$ cat src/rtl/texture_loader_pkg.sv
// Shared game package: asset size constants and the texture loader state
// encoding. The renderer imports the same constants, so the loader and the
// texture memories always agree on the asset geometry.
package texture_loader_pkg;

    localparam int BIRD_WORDS = 5250;   // 3 bird frames, each 50x35
    localparam int PIPE_WORDS = 40000;  // pipe source image, 80x500
    localparam int BASE_SRC_W = 64;     // base source width in pixels
    localparam int BASE_TEX_W = 32;     // stored base width, power of 2
    localparam int BASE_H     = 150;    // base rows

    typedef enum logic [2:0] {
        LD_IDLE = 3'd0,
        LD_BIRD = 3'd1,
        LD_PIPE = 3'd2,
        LD_BASE = 3'd3,
        LD_DONE = 3'd4
    } loader_state_e;

endpackage

$ cat src/rtl/texture_loader.sv
// texture_loader
// Streams RGB565 words from the SDRAM reader into the bird, pipe and base
// texture memories, in that order, after a start pulse.
//
// Ports
//   bird_load_clk  clock for all logic
//   rst_n          asynchronous active-low reset
//   start          single-cycle pulse, begins a load (ignored while busy)
//   src_data       RGB565 source word
//   src_valid      src_data is valid
//   src_ready      loader accepts src_data (high in BIRD/PIPE/BASE)
//   bird_load_en   bird write strobe,  bird_load_addr 13-bit address
//   bird_load_data write data shared by all three targets
//   pipe_load_en   pipe write strobe,  pipe_load_addr 16-bit address
//   base_load_en   base write strobe,  base_load_addr 14-bit address
//   busy           a load sequence is in progress
//   done           level, all assets loaded
module texture_loader
    import texture_loader_pkg::*;
#(
    parameter int BIRD_WORDS = texture_loader_pkg::BIRD_WORDS,
    parameter int PIPE_WORDS = texture_loader_pkg::PIPE_WORDS,
    parameter int BASE_SRC_W = texture_loader_pkg::BASE_SRC_W,
    parameter int BASE_TEX_W = texture_loader_pkg::BASE_TEX_W,
    parameter int BASE_H     = texture_loader_pkg::BASE_H
) (
    input  logic        bird_load_clk,
    input  logic        rst_n,
    input  logic        start,
    input  logic [15:0] src_data,
    input  logic        src_valid,
    output logic        src_ready,
    output logic        bird_load_en,
    output logic [12:0] bird_load_addr,
    output logic [15:0] bird_load_data,
    output logic        pipe_load_en,
    output logic [15:0] pipe_load_addr,
    output logic        base_load_en,
    output logic [13:0] base_load_addr,
    output logic        busy,
    output logic        done
);

    localparam logic [12:0] BIRD_LAST = 13'(BIRD_WORDS - 1);
    localparam logic [15:0] PIPE_LAST = 16'(PIPE_WORDS - 1);
    localparam logic [5:0]  COL_LAST  = 6'(BASE_SRC_W - 1);
    localparam logic [7:0]  ROW_LAST  = 8'(BASE_H - 1);

    loader_state_e state_q, state_d;
    logic [12:0]   bird_cnt_q, bird_cnt_d;
    logic [15:0]   pipe_cnt_q, pipe_cnt_d;
    logic [5:0]    col_q, col_d;
    logic [7:0]    row_q, row_d;
    logic          bird_en_q, bird_en_d;
    logic          pipe_en_q, pipe_en_d;
    logic          base_en_q, base_en_d;
    logic [12:0]   bird_addr_q, bird_addr_d;
    logic [15:0]   pipe_addr_q, pipe_addr_d;
    logic [13:0]   base_addr_q, base_addr_d;
    logic [15:0]   data_q, data_d;
    logic          done_q, done_d;

    logic          loading;
    logic          accept;

    assign loading = (state_q == LD_BIRD) || (state_q == LD_PIPE) || (state_q == LD_BASE);
    assign accept  = src_valid && loading;

    always_comb begin
        // NOTE: every _d takes its hold value before any branch, so no path
        // through this block leaves a signal unassigned and infers a latch.
        state_d     = state_q;
        bird_cnt_d  = bird_cnt_q;
        pipe_cnt_d  = pipe_cnt_q;
        col_d       = col_q;
        row_d       = row_q;
        bird_en_d   = 1'b0;
        pipe_en_d   = 1'b0;
        base_en_d   = 1'b0;
        bird_addr_d = bird_addr_q;
        pipe_addr_d = pipe_addr_q;
        base_addr_d = base_addr_q;
        data_d      = data_q;
        done_d      = done_q;

        if (accept) begin
            data_d = src_data;
        end

        unique case (state_q)
            LD_IDLE, LD_DONE: begin
                // done rises the cycle after DONE is entered and stays high
                // until the start that launches the next sequence.
                if (state_q == LD_DONE) begin
                    done_d = 1'b1;
                end
                if (start) begin
                    state_d    = LD_BIRD;
                    bird_cnt_d = '0;
                    done_d     = 1'b0;
                end
            end
            LD_BIRD: begin
                if (accept) begin
                    bird_en_d   = 1'b1;
                    bird_addr_d = bird_cnt_q;
                    if (bird_cnt_q == BIRD_LAST) begin
                        state_d    = LD_PIPE;
                        pipe_cnt_d = '0;
                    end else begin
                        bird_cnt_d = bird_cnt_q + 13'd1;
                    end
                end
            end
            LD_PIPE: begin
                if (accept) begin
                    pipe_en_d   = 1'b1;
                    pipe_addr_d = pipe_cnt_q;
                    if (pipe_cnt_q == PIPE_LAST) begin
                        state_d = LD_BASE;
                        col_d   = '0;
                        row_d   = '0;
                    end else begin
                        pipe_cnt_d = pipe_cnt_q + 16'd1;
                    end
                end
            end
            LD_BASE: begin
                if (accept) begin
                    // Only the left BASE_TEX_W columns are stored; the rest of
                    // each source row is consumed and dropped.
                    if (int'(col_q) < BASE_TEX_W) begin
                        base_en_d   = 1'b1;
                        base_addr_d = 14'(int'(row_q) * BASE_TEX_W + int'(col_q));
                    end
                    if (col_q == COL_LAST) begin
                        col_d = '0;
                        if (row_q == ROW_LAST) begin
                            state_d = LD_DONE;
                        end else begin
                            row_d = row_q + 8'd1;
                        end
                    end else begin
                        col_d = col_q + 6'd1;
                    end
                end
            end
            default: begin
                state_d = LD_IDLE;
            end
        endcase
    end

    // NOTE: sequential state uses non-blocking assignments only, and the
    // asynchronous reset clears every flop so an aborted load leaves nothing
    // half-driven.
    always_ff @(posedge bird_load_clk or negedge rst_n) begin
        if (!rst_n) begin
            state_q     <= LD_IDLE;
            bird_cnt_q  <= '0;
            pipe_cnt_q  <= '0;
            col_q       <= '0;
            row_q       <= '0;
            bird_en_q   <= 1'b0;
            pipe_en_q   <= 1'b0;
            base_en_q   <= 1'b0;
            bird_addr_q <= '0;
            pipe_addr_q <= '0;
            base_addr_q <= '0;
            data_q      <= '0;
            done_q      <= 1'b0;
        end else begin
            state_q     <= state_d;
            bird_cnt_q  <= bird_cnt_d;
            pipe_cnt_q  <= pipe_cnt_d;
            col_q       <= col_d;
            row_q       <= row_d;
            bird_en_q   <= bird_en_d;
            pipe_en_q   <= pipe_en_d;
            base_en_q   <= base_en_d;
            bird_addr_q <= bird_addr_d;
            pipe_addr_q <= pipe_addr_d;
            base_addr_q <= base_addr_d;
            data_q      <= data_d;
            done_q      <= done_d;
        end
    end

    assign src_ready      = loading;
    assign busy           = loading;
    assign done           = done_q;
    assign bird_load_en   = bird_en_q;
    assign bird_load_addr = bird_addr_q;
    assign bird_load_data = data_q;
    assign pipe_load_en   = pipe_en_q;
    assign pipe_load_addr = pipe_addr_q;
    assign base_load_en   = base_en_q;
    assign base_load_addr = base_addr_q;

endmodule

$ cat config.mk
export PLATFORM = sky130hd
export DESIGN_NAME = texture_loader
export DESIGN_NICKNAME = d
export VERILOG_FILES = /design/src/rtl/texture_loader_pkg.sv /design/src/rtl/texture_loader.sv
export SDC_FILE = /design/constraint.sdc
export NUM_CORES = 1
export LEC_CHECK = 0
export CAP_MARGIN = 30
export CORE_ASPECT_RATIO = 0.6
export CORE_MARGIN = 2
export CORE_UTILIZATION = 57
export DETAILED_ROUTE_END_ITERATION = 10
export GPL_TIMING_DRIVEN = 0
export PLACE_DENSITY = 0.85
export SLEW_MARGIN = 20
export SYNTH_ARGS = -nofsm -noshare
export SYNTH_HDL_FRONTEND = slang
export SYNTH_SLANG_ARGS = --single-unit
export TNS_END_PERCENT = 5
$ cat constraint.sdc
create_clock -name bird_load_clk -period 4.4 [get_ports bird_load_clk]
set_input_delay 0.88 -clock bird_load_clk [delete_from_list [all_inputs] [get_ports bird_load_clk]]
set_output_delay 0.88 -clock bird_load_clk [all_outputs]
set_load 0.02 [all_outputs]
==> results by group <==
Global route
  • Met1 capacity usage during global routing: 0.3691
  • Global-route wire length before repair: 20.09 mm
  • Met2 Track Usage GR: 0.3978
  • Number of global-route vias before repair: 4163
  • Initial antenna violation count: 0
  • GRT Util Overall: 0.2584
  • Maximum number of pins on one net before global-route repair: 70
  • Met3 usage in global routing: 0.06699
  • GRT Residual Overflow: 0
  • Layer carrying the most global-route usage: met2

Power and ir drop
  • Net Sw Power: 1.131 mW
  • Clock share of power: 0.238
  • Maximum vdd drop: 375.4 µV
  • Net switching fraction of the power: 0.3414
  • Total chip power: 3.312 mW
  • Sequential share of power: 0.400
  • Power Density: 521.9 nW/µm²
  • Total internal power: 2.181 mW
  • Part of the power in combinational logic: 0.362
  • P_leak: 2.784 nW

STA
  • Period minus WS final: 3.090 ns
  • Final setup fails: 0
  • Final number of hold-violating endpoints: 0
  • Final worst-path cycle share: 0.7023
  • Unrepaired setup endpoints after global routing: no
  • Fmax: 323.6 MHz
  • Worst Clk Skew: 0.004525 ns
  • Number of slew-limit violations in the final report: 0
  • Slew of the pin with the lowest slew margin: 0.7957 ns
  • Headroom to the max-slew limit: 0.4621

Clock tree
  • Clock network latency to the later pin of the worst-skew pair: 0.35 ns
  • Clock buffers created by TritonCTS: 9
  • Master cell of the clock root buffer: clkbuf_16
  • Cells resized by post-CTS repair: 0
  • H-tree depth: 3
  • Post-CTS setup buffers: 0
  • Cts-stage hold buffer count: 0
  • CTS tree: done
  • Clock slew at reported path FFs: 0.07 ns
  • Maximum count of clock buffers along a single path: 2
  • Clk sink count: 109

Synthesis
  • Netlist Area Pre-Place: 5050 µm²
  • Synth cell count leaders: 109 x dfrtp_1, 84 x nand2_1, 61 x o21ai_0, 36 x mux2_2, 25 x nor2_1
  • Sequential share of the synthesized area: 0.5401
  • Synthesis-stage register bit count: 109
  • Cells after Synth: 505
  • Number of warnings printed during yosys synthesis: 0
  • Post-Syn Nets: 533
  • Post-synth top area cell: dfrtp_1
  • Cell types with the largest area share after synthesis: dfrtp_1 54%, mux2_2 8.0%, nand2_1 6.2%
  • Ys flop type: dfrtp_1
  • Library cells used by synthesis: 48
  • Yosys top cell area share: 0.5401
  • Most frequently used cell type in the post-synthesis netlist: dfrtp_1
  • Number of enable-type register cells in the synthesized netlist: 0
  • Share of synthesized registers carrying an async set or reset: 1.000
  • Avg Cell Area, Syn: 10.00 µm²

Floorplan
  • CORE AREA: 8556 µm²
  • Overall die area: 9653 µm²
  • DIE HEIGHT: 76.91 µm
  • I/O pin count: 85
  • Horizontal die dimension: 125.5 µm
  • # rows: 26
  • Effective utilization at floorplan: 0.5902

Place
  • Weighted congestion reported at the end of routability-driven placement: 0.8497
  • Port Buffers: 84
  • Total cell area at the placement stage: 6060 µm²
  • HPWL after detailed placement: 8.206 mm

Critical path
  • WP data required: 4.63 ns
  • Max Fanout on Critical Path: 10
  • Critical path type: input port to flip-flop
  • Type of destination of the critical path: flip-flop
  • Arrival @ worst endpoint: 3.32 ns
  • Critical Path Source Type: input port

Layout
  • Final #Nets: 629
  • Post-route standard cell area excluding fillers: 6345 µm²
  • N_diodes: 0
  • Area growth, synth to finish: 25.64%
  • Fraction of final layout cells with drive strength greater than 1: 0.1007

Run status
  • Run status: finished clean

Run
  • Maxcap violations: 0

Detailed routing
  • WL per Instance: 16.26 µm
  • Count of TritonRoute iterations in the first routing pass: 6
  • DR vias: 4243
  • Vias per std cell: 5.909
  • Detailed-route wire length: 11.68 mm
  • 1st-iter DRT viols: 533
  • DRT antenna net count: 0
  • DRC Markers: 0

Min path
  • Hold Crit Class: input port to asynchronous set/reset pin
-- sequential cells by signal (all words and copies together) (netlist names) --
name / count
bird_cnt_q: 13
done: 1
base_load_addr: 14
col_q: 6
pipe_cnt_q: 16
bird_load_en: 1
bird_load_data: 16
state_q: 3
base_load_en: 1
row_q: 8
bird_load_addr: 13
pipe_load_addr: 16
pipe_load_en: 1
-- critical path, stage by stage --
cell and delay [ns]:
clkdlybuf4s50_1 0.61, inv_1 0.14, or3_1 0.36, buf_2 0.20, or3_1 0.35, clkbuf_1 0.18, clkbuf_1 0.26, mux2_2 0.33
-- through the flow --
step	utilization	TNS (ns)	hold slack (ns)	setup WS [ns]	std cells
after global routing	0.7416	0	0.4642	1.159	718
after floorplan	-	0	0.4718	1.919	505
final	0.7416	0	0.4416	1.310	718
after global placement	0.7049	-166.31	0.4587	-1.534	701
after CTS	0.7416	0	0.4478	1.330	718
after detailed placement	0.7082	0	0.4649	0.9658	702
-- layout by cell type (no fill, tap or decap), types with 12 or more instances in the layout --
cell / Yosys / layout
clkbuf_1: 23 / 26
o31ai_1: 14 / 14
nor2_1: 25 / 25
a21oi_1: 12 / 12
mux2_2: 36 / 36
nand3_1: 24 / 24
clkdlybuf4s50_1: 0 / 83
o21ai_0: 61 / 61
nand2_1: 84 / 84
dfrtp_1: 109 / 109
-- cells by family after synthesis --
family                   Yosys count  share of synthesized area
AND/OR/NAND/NOR                  194                     0.1876
AO/OA/AOI/OAI                    111                     0.1286
flip-flops                       109                     0.5401
buffers and inverters             40                    0.03147
multiplexers                      36                    0.08028
adder cells (fa/ha/maj)            8                    0.01982
XOR/XNOR                           7                    0.01214
-- path summary, 6_finish.rpt --
path / depth (start not counted) / start / slack (ns) / end
max in group asynchronous: 2 / rst_n / 3.30 / col_q[1]
min in group bird_load_clk: 2 / base_load_addr[7] / 0.48 / base_load_addr[7]
hold / removal: 1 / rst_n / 0.44 / pipe_cnt_q[12]
setup / recovery: 8 / src_valid / 1.31 / base_load_addr[5]
hold reg to reg: 2 / base_load_addr[7] / 0.48 / base_load_addr[7]
setup reg to reg: 8 / state_q[1] / 1.49 / pipe_cnt_q[0]
-- area by class of cell --
cell class	instances	area, µm²
Buffer	31	125.1
Clock buffer	12	236.5
Clock inverter	4	48.80
Fill cell	610	2211
Inverter	9	33.78
Multi-Input combinational cell	356	2163
Sequential cell	109	2728
Tap cell	112	140.1
Timing Repair Buffer	85	869.6
-- per-layer routing --
| layer | wire length [µm] | vias up |
|---|---|---|
| met1 | 5449 | 2069 |
| li1 | - | 1997 |
| met5 | 0 | - |
| met4 | 115 | 0 |
| met3 | 684 | 18 |
| met2 | 5428 | 159 |
-- power by group through the flow --
stage	combinational [mW]	clock (mW)	sequential (mW)
2_1_floorplan	0.542	0	1.48
3_3_place_gp	1.14	0	1.33
3_5_place_dp	1.19	0	1.34
4_1_cts	1.20	0.802	1.33
5_1_grt	1.30	0.844	1.36
6_report	1.20	0.788	1.33
Power figures use the tool's default switching activity.
